File: config.mk
export PLATFORM = sky130hd
export DESIGN_NAME = sky130_ef_ip__sar_ctrl
export DESIGN_NICKNAME = d
export VERILOG_FILES = /design/src/rtl/sky130_ef_ip__sar_pkg.sv /design/src/rtl/sky130_ef_ip__sync_ff.sv /design/src/rtl/sky130_ef_ip__sar_ctrl.sv
export SDC_FILE = /design/constraint.sdc
export NUM_CORES = 1
export LEC_CHECK = 0
export BUFFER_PORTS_ARGS = -buffer_cell sky130_fd_sc_hd__buf_2
export CORE_AREA = 2 2 65 67
export CTS_BUF_LIST = sky130_fd_sc_hd__clkbuf_4 sky130_fd_sc_hd__clkbuf_8
export DETAILED_ROUTE_END_ITERATION = 8
export DIE_AREA = 0 0 67 69
export PLACE_DENSITY = 0.68
export SLEW_MARGIN = 25
export SYNTH_ARGS = -nofsm -noshare
export SYNTH_HDL_FRONTEND = slang
export SYNTH_HIERARCHICAL = 1
export SYNTH_SLANG_ARGS = --single-unit
File: constraint.sdc
create_clock -name clk -period 2.29 [get_ports clk]
set_input_delay 0.3435 -clock clk [delete_from_list [all_inputs] [get_ports clk]]
set_output_delay 0.3435 -clock clk [all_outputs]
set_load 0.02 [all_outputs]
File: src/rtl/sky130_ef_ip__sar_pkg.sv
// SAR controller shared types and helpers.
// Trial-code function is reused by any SAR variant.
package sky130_ef_ip__sar_pkg;

  typedef enum logic [1:0] {
    IDLE,
    SAMPLE,
    TRIAL,
    DONE
  } sar_state_t;

  localparam int DEF_WIDTH         = 8;
  localparam int DEF_SAMPLE_CYCLES = 4;
  localparam int DEF_SETTLE_CYCLES = 2;
  localparam int DEF_SYNC_STAGES   = 2;

  // keep bits above idx, set bit idx, clear everything below
  function automatic int unsigned sar_trial(
    input int unsigned res,
    input int unsigned idx
  );
    int unsigned b;
    b = 32'd1 << idx;
    return (res & ~((b - 32'd1) | b)) | b;
  endfunction

endpackage

File: src/rtl/sky130_ef_ip__sync_ff.sv
// Generic N-stage synchronizer for asynchronous analog outputs.
// All stages clear on reset.
module sky130_ef_ip__sync_ff #(
  parameter int STAGES = 2
) (
  input  logic clk,
  input  logic rst_n,
  input  logic d,
  output logic q
);

  logic [STAGES-1:0] ff;

  always_ff @(posedge clk or negedge rst_n) begin
    if (!rst_n) begin
      ff <= '0;
    end else begin
      ff <= {ff[STAGES-2:0], d};
    end
  end

  assign q = ff[STAGES-1];

endmodule

File: src/rtl/sky130_ef_ip__sar_ctrl.sv
// Successive-approximation controller around the 3.3V comparator.
// MSB-first search, result handed off on valid/ready.
module sky130_ef_ip__sar_ctrl
  import sky130_ef_ip__sar_pkg::*;
#(
  parameter int WIDTH         = DEF_WIDTH,
  parameter int SAMPLE_CYCLES = DEF_SAMPLE_CYCLES,
  parameter int SETTLE_CYCLES = DEF_SETTLE_CYCLES,
  parameter int SYNC_STAGES   = DEF_SYNC_STAGES
) (
  input  logic             clk,
  input  logic             rst_n,
  input  logic             start,
  input  logic             abort,
  input  logic             cmp_in,
  output logic             sample,
  output logic [WIDTH-1:0] dac_code,
  output logic             busy,
  output logic [WIDTH-1:0] data,
  output logic             data_valid,
  input  logic             data_ready
);

  localparam int T    = SETTLE_CYCLES + SYNC_STAGES;
  localparam int CMAX = (SAMPLE_CYCLES > T) ? SAMPLE_CYCLES : T;
  localparam int CW   = $clog2(CMAX + 1);
  localparam int IW   = (WIDTH > 1) ? $clog2(WIDTH) : 1;

  sar_state_t       state_q, state_d;
  logic [CW-1:0]    cnt_q, cnt_d;
  logic [IW-1:0]    idx_q, idx_d;
  logic             sample_q, sample_d;
  logic             busy_q, busy_d;
  logic             valid_q, valid_d;
  logic [WIDTH-1:0] dac_q, dac_d;
  logic [WIDTH-1:0] data_q, data_d;
  logic             cmp_s;
  logic [WIDTH-1:0] res;
  logic [WIDTH-1:0] first_trial;
  logic [WIDTH-1:0] next_trial;

  sky130_ef_ip__sync_ff #(
    .STAGES(SYNC_STAGES)
  ) u_sync (
    .clk  (clk),
    .rst_n(rst_n),
    .d    (cmp_in),
    .q    (cmp_s)
  );

  // current trial with bit idx replaced by the decision
  always_comb begin
    res        = dac_q;
    res[idx_q] = cmp_s;
  end

  assign first_trial = WIDTH'(sar_trial(32'd0, 32'(WIDTH - 1)));
  assign next_trial  = WIDTH'(sar_trial(32'(res), 32'(idx_q - IW'(1))));

  always_comb begin
    state_d  = state_q;
    cnt_d    = cnt_q;
    idx_d    = idx_q;
    sample_d = sample_q;
    busy_d   = busy_q;
    valid_d  = valid_q;
    dac_d    = dac_q;
    data_d   = data_q;
    unique case (state_q)
      IDLE: begin
        if (start && !abort) begin
          state_d  = SAMPLE;
          cnt_d    = '0;
          sample_d = 1'b1;
          busy_d   = 1'b1;
          dac_d    = '0;
        end
      end
      SAMPLE: begin
        if (abort) begin
          state_d  = IDLE;
          cnt_d    = '0;
          sample_d = 1'b0;
          busy_d   = 1'b0;
          dac_d    = '0;
        end else if (cnt_q == CW'(SAMPLE_CYCLES - 1)) begin
          state_d  = TRIAL;
          cnt_d    = '0;
          sample_d = 1'b0;
          idx_d    = IW'(WIDTH - 1);
          dac_d    = first_trial;
        end else begin
          cnt_d = cnt_q + CW'(1);
        end
      end
      TRIAL: begin
        if (abort) begin
          state_d = IDLE;
          cnt_d   = '0;
          busy_d  = 1'b0;
          dac_d   = '0;
        end else if (cnt_q == CW'(T - 1)) begin
          cnt_d = '0;
          if (idx_q == '0) begin
            state_d = DONE;
            data_d  = res;
            dac_d   = res;
            valid_d = 1'b1;
            busy_d  = 1'b0;
          end else begin
            idx_d = idx_q - IW'(1);
            dac_d = next_trial;
          end
        end else begin
          cnt_d = cnt_q + CW'(1);
        end
      end
      DONE: begin
        if (abort || data_ready) begin
          state_d = IDLE;
          valid_d = 1'b0;
        end
      end
    endcase
  end

  always_ff @(posedge clk or negedge rst_n) begin
    if (!rst_n) begin
      state_q  <= IDLE;
      cnt_q    <= '0;
      idx_q    <= '0;
      sample_q <= 1'b0;
      busy_q   <= 1'b0;
      valid_q  <= 1'b0;
      dac_q    <= '0;
      data_q   <= '0;
    end else begin
      state_q  <= state_d;
      cnt_q    <= cnt_d;
      idx_q    <= idx_d;
      sample_q <= sample_d;
      busy_q   <= busy_d;
      valid_q  <= valid_d;
      dac_q    <= dac_d;
      data_q   <= data_d;
    end
  end

  assign sample     = sample_q;
  assign busy       = busy_q;
  assign data_valid = valid_q;
  assign dac_code   = dac_q;
  assign data       = data_q;

endmodule

Word level (Yosys, flattened, before mapping) --
Cells that the tools add are included.
Word-level totals: register bits 29, RAM bits 0, bits in latches 0, ROM bits 0, input bits 6, memories 0, output and inout bits 19
Operators by class: shift-type cells 1, bitwise logic cells 5, add/subtract/negate cells 4, divide/modulo/power cells 0, reductions and logical operators 20, muxes and demuxes 42, multiply operators 0, $lt $le $gt $ge 2, eq/ne operators 16
Operators with widths (count):
- 8-bit 2-to-1 mux | 6
- 1-bit by 32-bit << shifter with 8-bit output (first input constant) | 1
- 3-bit 2-to-1 mux | 8
- 8-bit one-hot mux with 3 select lines | 1
- 2-bit inequality test (second input constant) | 9
- 8-bit bitwise OR | 2
- 5-bit AND reduction | 3
- 2-bit 2-to-1 mux | 7
- 1-bit 2-to-1 mux | 12
- 3-bit one-hot mux with 2 select lines | 2
- 3-bit inequality test (second input constant) | 3
- 8-bit bitwise AND | 1
- 8-bit bitwise mux | 1
- 8-bit NOT | 1
- 2-bit one-hot mux with 4 select lines | 1
- 4-bit AND reduction | 2
- 2-bit nonzero test | 4
- 8-bit by 1-bit subtractor with 8-bit output (second input constant) | 1
- 6-bit AND reduction | 1
- 2-bit equality test (second input constant) | 2
- 3-bit by 4-bit less-than comparator with 1-bit output (second input constant) | 1
- 1-bit one-hot mux with 2 select lines | 2
- 3-bit by 1-bit subtractor with 4-bit output (second input constant) | 1
- 3-bit by 1-bit adder with 3-bit output (second input constant) | 1
- 16 further kinds | 17

Logic depth before layout (Yosys ltp) --
Gate-level depths: netlist of the first run.
word-level depth 11, depth in mapped cells 9

Modules after synthesis --
Netlist of the first run, hierarchy kept.
Modules (own cells, without submodules):
- sky130_ef_ip__sar_ctrl | area each 1819.2 sq um, seq. area each 675.6 sq um, cells an instance 190, times used 1
- sky130_ef_ip__sync_ff | area each 50.0 sq um, seq. area each 50.0 sq um, cells an instance 2, times used 1

Least setup slack after synthesis of the first run --
Ideal clock, no wire load.
path kind reg-to-reg, start point register idx_q[1], end point register dac_q[6] (netlist: dac_code[6]), arrival time 1.894 ns, library setup time 0.126 ns, slack 0.270 ns, stages on the path, launching flop included 8, path buffers 1, cell sequence dfrtp_1 clkbuf_1 inv_1 ha_1 inv_1 a22oi_1 mux2_2 a221o_1
On the way: longest elaborated chain between the ends 11
RTL lines:
- start, declared | RTL line sky130_ef_ip__sar_ctrl.sv:31 | logic [IW-1:0] idx_q, idx_d;
- start signal, assigned | RTL line sky130_ef_ip__sar_ctrl.sv:140 | idx_q <= idx_d;
- 3-bit by 1-bit subtractor with 4-bit output (tied with other cells) | RTL line sky130_ef_ip__sar_ctrl.sv:58 | assign next_trial = WIDTH'(sar_trial(32'(res), 32'(idx_q - IW'(1))));
- 1-bit by 32-bit << shifter with 8-bit output / 1-bit logical AND (equally long branches) | RTL line sky130_ef_ip__sar_pkg.sv:23, sky130_ef_ip__sar_ctrl.sv:54
- 8-bit by 1-bit subtractor with 8-bit output / 1-bit 2-to-1 mux (equally long branches) | RTL line sky130_ef_ip__sar_pkg.sv:24, sky130_ef_ip__sar_ctrl.sv:54
- 8-bit bitwise OR / 1-bit demux with 3-bit select (equally long branches) | RTL line sky130_ef_ip__sar_pkg.sv:24, sky130_ef_ip__sar_ctrl.sv:54
- 8-bit NOT / 8-bit bitwise mux (equally long branches) | RTL line sky130_ef_ip__sar_pkg.sv:24, sky130_ef_ip__sar_ctrl.sv:54
- 8-bit bitwise AND | RTL line sky130_ef_ip__sar_pkg.sv:24 | return (res & ~((b - 32'd1) | b)) | b;
- 8-bit bitwise OR | RTL line sky130_ef_ip__sar_pkg.sv:24
- 8-bit 2-to-1 mux (*) | RTL line sky130_ef_ip__sar_ctrl.sv:104 | if (idx_q == '0) begin
- 8-bit 2-to-1 mux (*) | RTL line sky130_ef_ip__sar_ctrl.sv:102 | end else if (cnt_q == CW'(T - 1)) begin
- 8-bit 2-to-1 mux (*) | RTL line sky130_ef_ip__sar_ctrl.sv:97 | if (abort) begin
- 8-bit one-hot mux with 3 select lines (*) | RTL line sky130_ef_ip__sar_ctrl.sv:69 | unique case (state_q)
- end signal, assigned | RTL line sky130_ef_ip__sar_ctrl.sv:135 | dac_q <= '0;
- end signal, assigned | RTL line sky130_ef_ip__sar_ctrl.sv:144 | dac_q <= dac_d;
- end, declared | RTL line sky130_ef_ip__sar_ctrl.sv:35 | logic [WIDTH-1:0] dac_q, dac_d;
Mark *: on every way between the ends. The rest lies on a longest branch, timed or not. The select of a mux whose other input is x is not followed. A chain may end at the register's enable or synchronous reset.

Worst setup path after layout of the first run --
start point register state_q[0], end point register dac_q[6] (netlist: dac_code[6])
On the way: longest elaborated chain between the ends 3
RTL lines:
- start, declared | RTL line sky130_ef_ip__sar_ctrl.sv:29 | sar_state_t state_q, state_d;
- start signal, assigned | RTL line sky130_ef_ip__sar_ctrl.sv:138 | state_q <= state_d;
- 2-bit by 1-bit equality test with 1-bit output (tied with other cells) | RTL line sky130_ef_ip__sar_ctrl.sv:69
- 3-bit inequality test (no line) (tied with other cells)
- 4-bit AND reduction (no line)
Several ways; a longest one is shown, not always the timed one.

==> results.sh, run 1 <==
export IMPL_syn_to_final_growth_pct=12.3
export IMPL_coreArea_um2=3910
export IMPL_first_pass_iters=4
export IMPL_fmax_ghz=0.473
export IMPL_rsz0062_at_grt="false"
export IMPL_die_w_um=67
export IMPL_post_cts_setup_buffers=0
export IMPL_first_iter_violations=80
export IMPL_netlist_area_um2=1870
export IMPL_final_cell_mix="dfrtp_1 (29), buf_2 (24), o21ai_0 (15)"
export IMPL_status="completed"
export IMPL_post_route_period_util_pct=92.4
export IMPL_place_congestion=0.807
export IMPL_grt_usage_pct=19.8
export IMPL_numPortBuffers=24
export IMPL_holdCritPathClass="input pin to asynchronous set/reset pin"
export IMPL_path_buf_inv=1
export IMPL_synth_cells=192
export IMPL_vias=1527
export IMPL_cp_top_family="compound AO/OA/AOI/OAI gates"
export IMPL_max_cap_viol_count=0
export IMPL_ant_nets=0
export IMPL_setup_viol=0
export IMPL_crit_arrival_ns=2.28
export IMPL_grt_pass1_vias=1480
export IMPL_drive_above_1_share_pct=22.1
export IMPL_fin_crit_ns=2.12
export IMPL_cts_max_path_buffers=2
export IMPL_h_tree_depth=2
export IMPL_die_area_um2=4620
export IMPL_met1_length_um=1930
export IMPL_clock_skew_ns=0.0128
export IMPL_cp_end_kind="register"
export IMPL_rr_worst_depth=5
export IMPL_syn_nets=207
export IMPL_rows=23
export IMPL_reg2reg_to="dac_code[6]"
export IMPL_r2r_start="state_q[0]"
export IMPL_final_common_cell="dfrtp_1"
export IMPL_maxSlewViolCount=0
export IMPL_clk_root_buffer_cell="clkbuf_8"
export IMPL_hold_buffers=0
export IMPL_top_layer="met4"
export IMPL_antenna_found_initial=0
export IMPL_diodes=0
export IMPL_grt_ovfl_total=0
export IMPL_detail_route_wl_per_cell_um=15.9
export IMPL_wirelength_um=4260
export IMPL_cts_buffers=5
export IMPL_max_slew_worst_pin_slew_ns=0.659
export IMPL_cts_clk_slew_worst_paths_ns=0.07
export IMPL_fin_tns_setup_ns=0
export IMPL_worstPathMaxFanout=12
export IMPL_cp_slowest_cell="a221o_1"
export IMPL_dr_wl_met2_um=2080
export IMPL_vias_per_cell=5.72
export IMPL_ys_warn_count=6
export IMPL_hold_viol=0
export IMPL_path_class="register to register"
export IMPL_finalNetCount=231
export IMPL_boundaryPins=25
export IMPL_r2r_slack_ns=0.17
export IMPL_grt_pass1_wl_um=6980
export IMPL_drcViolationCount=0
export IMPL_clk_insertion_delay_late_ns=0.29
export IMPL_slowest_delay_ns=0.44
export IMPL_avgSynthCellArea_um2=9.74
export IMPL_cts_tree="built"
export IMPL_worstPathRequired_ns=2.45
export IMPL_hpwl_um=3010
export IMPL_relSlewSlack_pct=56.1
export IMPL_cp_start_kind="register"
export IMPL_grt_max_degree=30
export IMPL_crit_path_frequent_cell="a221o_1"
export IMPL_wl_met3_um=190
export IMPL_cp_cell_sequence="inv_1 > ha_1 > o21ba_2 > a221o_1 > a221o_1"
export IMPL_die_height_um=69
export IMPL_cts_resized=0
export IMPL_initial_core_util_pct=47.8
export IMPL_cts_sinks=29
[how the worst max path moves through the flow]
stage	from	to	cells after the start
CTS	state_q[0]	data[3]	6
detailed placement	state_q[0]	data[4]	6
global placement	state_q[0]	dac_code[6]	5
finish	state_q[0]	dac_code[6]	5
floorplan	idx_q[1]	dac_code[6]	7
global route	state_q[0]	data[3]	6
[final cells by class]
cell class                      count  area [µm²]
Timing Repair Buffer               31         173
Tap cell                           50        62.6
Fill cell                         392        1810
Clock buffer                        6        76.3
Multi-Input combinational cell    136        1000
Inverter                           13        48.8
Sequential cell                    29         726
Clock inverter                      2        10.0
[flip-flops by register name, summed over array words and instances (netlist names)]
name	count
busy	1
cnt_q	3
dac_code	8
data	8
data_valid	1
idx_q	3
sample	1
state_q	2
u_sync/ff	2
[routing by layer]
metal	track usage, %	vias to the layer above
met2	31.1	30
met5	0	-
met3	5.87	4
met4	6.58	0
li1	-	757
met1	25.6	736
[per-stage QoR]
step / std cells / hold slack (ns) / setup WS, ns / cell area, µm² / util, %
after global placement: 259 / 0.334 / 0.238 / 2010 / 51.4
after global routing: 267 / 0.148 / 0.0268 / 2100 / 53.6
after CTS: 267 / 0.104 / 0.174 / 2100 / 53.6
final: 267 / 0.0739 / 0.174 / 2100 / 53.6
after detailed placement: 259 / 0.341 / 0.194 / 2010 / 51.4
after floorplan: 192 / 0.0479 / 0.270 / 1870 / -
==> run 2: changes to the inputs <==
--- a/config.mk
+++ b/config.mk
@@ -10,7 +10,7 @@
 export CTS_BUF_LIST = sky130_fd_sc_hd__clkbuf_4 sky130_fd_sc_hd__clkbuf_8
 export DETAILED_ROUTE_END_ITERATION = 8
 export DIE_AREA = 0 0 67 69
-export PLACE_DENSITY = 0.68
+export PLACE_DENSITY = 0.77
 export SLEW_MARGIN = 25
 export SYNTH_ARGS = -nofsm -noshare
 export SYNTH_HDL_FRONTEND = slang
==> results.sh, run 2 (synthesis results as in run 1) <==
export IMPL_numPortBuffers=24
export IMPL_cts_clk_slew_worst_paths_ns=0.06
export IMPL_die_w_um=67
export IMPL_cts_sinks=29
export IMPL_first_iter_violations=112
export IMPL_fmax_ghz=0.473
export IMPL_die_height_um=69
export IMPL_max_slew_worst_pin_slew_ns=0.643
export IMPL_cp_end_kind="register"
export IMPL_antenna_found_initial=0
export IMPL_final_common_cell="dfrtp_1"
export IMPL_drcViolationCount=0
export IMPL_syn_to_final_growth_pct=11.6
export IMPL_cts_resized=0
export IMPL_die_area_um2=4620
export IMPL_drive_above_1_share_pct=21.9
export IMPL_rows=23
export IMPL_cp_start_kind="register"
export IMPL_grt_usage_pct=19.0
export IMPL_grt_max_degree=30
export IMPL_detail_route_wl_per_cell_um=14.9
export IMPL_rsz0062_at_grt="false"
export IMPL_post_route_period_util_pct=92.3
export IMPL_holdCritPathClass="input pin to asynchronous set/reset pin"
export IMPL_fin_tns_setup_ns=0
export IMPL_worstPathRequired_ns=2.46
export IMPL_hold_buffers=0
export IMPL_status="completed"
export IMPL_relSlewSlack_pct=57.1
export IMPL_r2r_start="idx_q[0]"
export IMPL_place_congestion=0.844
export IMPL_finalNetCount=229
export IMPL_vias_per_cell=5.83
export IMPL_worstPathMaxFanout=7
export IMPL_first_pass_iters=4
export IMPL_grt_pass1_wl_um=6760
export IMPL_clock_skew_ns=0.00558
export IMPL_maxSlewViolCount=0
export IMPL_fin_crit_ns=2.11
export IMPL_hold_viol=0
export IMPL_final_cell_mix="dfrtp_1 (29), buf_2 (24), o21ai_0 (15)"
export IMPL_grt_ovfl_total=0
export IMPL_setup_viol=0
export IMPL_cts_buffers=5
export IMPL_cts_max_path_buffers=2
export IMPL_post_cts_setup_buffers=0
export IMPL_wirelength_um=3960
export IMPL_path_class="register to register"
export IMPL_grt_pass1_vias=1420
export IMPL_max_cap_viol_count=0
export IMPL_r2r_slack_ns=0.18
export IMPL_hpwl_um=2820
export IMPL_boundaryPins=25
export IMPL_coreArea_um2=3910
export IMPL_cts_tree="built"
export IMPL_rr_worst_depth=6
export IMPL_vias=1544
export IMPL_reg2reg_to="dac_code[6]"
export IMPL_initial_core_util_pct=47.8
export IMPL_fillerInstances=385
export IMPL_clk_insertion_delay_late_ns=0.28
export IMPL_h_tree_depth=2
export IMPL_clk_root_buffer_cell="clkbuf_8"
export IMPL_crit_arrival_ns=2.28
export IMPL_ant_nets=0
export IMPL_diodes=0
## run 2: final cells by class
cell class | instances | area [µm²] | share of cell area [%]
clock buffer | 6 | 76.3 | 3.66
timing repair buffer | 29 | 158 | 7.55
multi-input combinational | 136 | 1010 | 48.2
clock inverter | 2 | 10.0 | 0.480
tap | 50 | 62.6 | 3.00
sequential | 29 | 726 | 34.8
inverter | 13 | 48.8 | 2.34
## run 2: worst max-delay path by stage
stage                     from           to  slack [ns]  cells past startpoint
floorplan             idx_q[1]  dac_code[6]        0.27                      7
global placement    state_q[0]      data[6]        0.20                      6
global route          idx_q[0]      data[5]        0.01                      6
finish                idx_q[0]  dac_code[6]        0.18                      6
detailed placement    idx_q[0]  dac_code[6]        0.17                      6
CTS                 state_q[0]      data[5]        0.16                      6
## run 2: metrics by stage
stage               cell area, µm²  util [%]  setup WS (ns)  hold slack, ns  std cells
floorplan                     1870         -          0.270          0.0479        192
global placement              2000      51.1          0.203           0.333        257
detailed placement            2000      51.1          0.166           0.345        257
CTS                           2080      53.3          0.161           0.107        265
finish                        2090      53.3          0.177          0.0828        265
global route                  2090      53.3        0.00982           0.130        265
## run 2: layer usage
| metal | vias up | track usage [%] | share of wire, % |
|---|---|---|---|
| li1 | 758 | - | - |
| met1 | 736 | 26.3 | 46 |
| met2 | 42 | 28.1 | 47 |
| met3 | 8 | 5.38 | 5.4 |
| met4 | 0 | 7.26 | 1.7 |
| met5 | - | 0 | 0 |
## run 2: critical path, stage by stage, from the launching register on
cell	delay, ns
dfrtp_1	0.37
inv_1	0.18
ha_1	0.28
and2b_1	0.25
a22oi_1	0.25
mux2_2	0.36
a221o_1	0.31
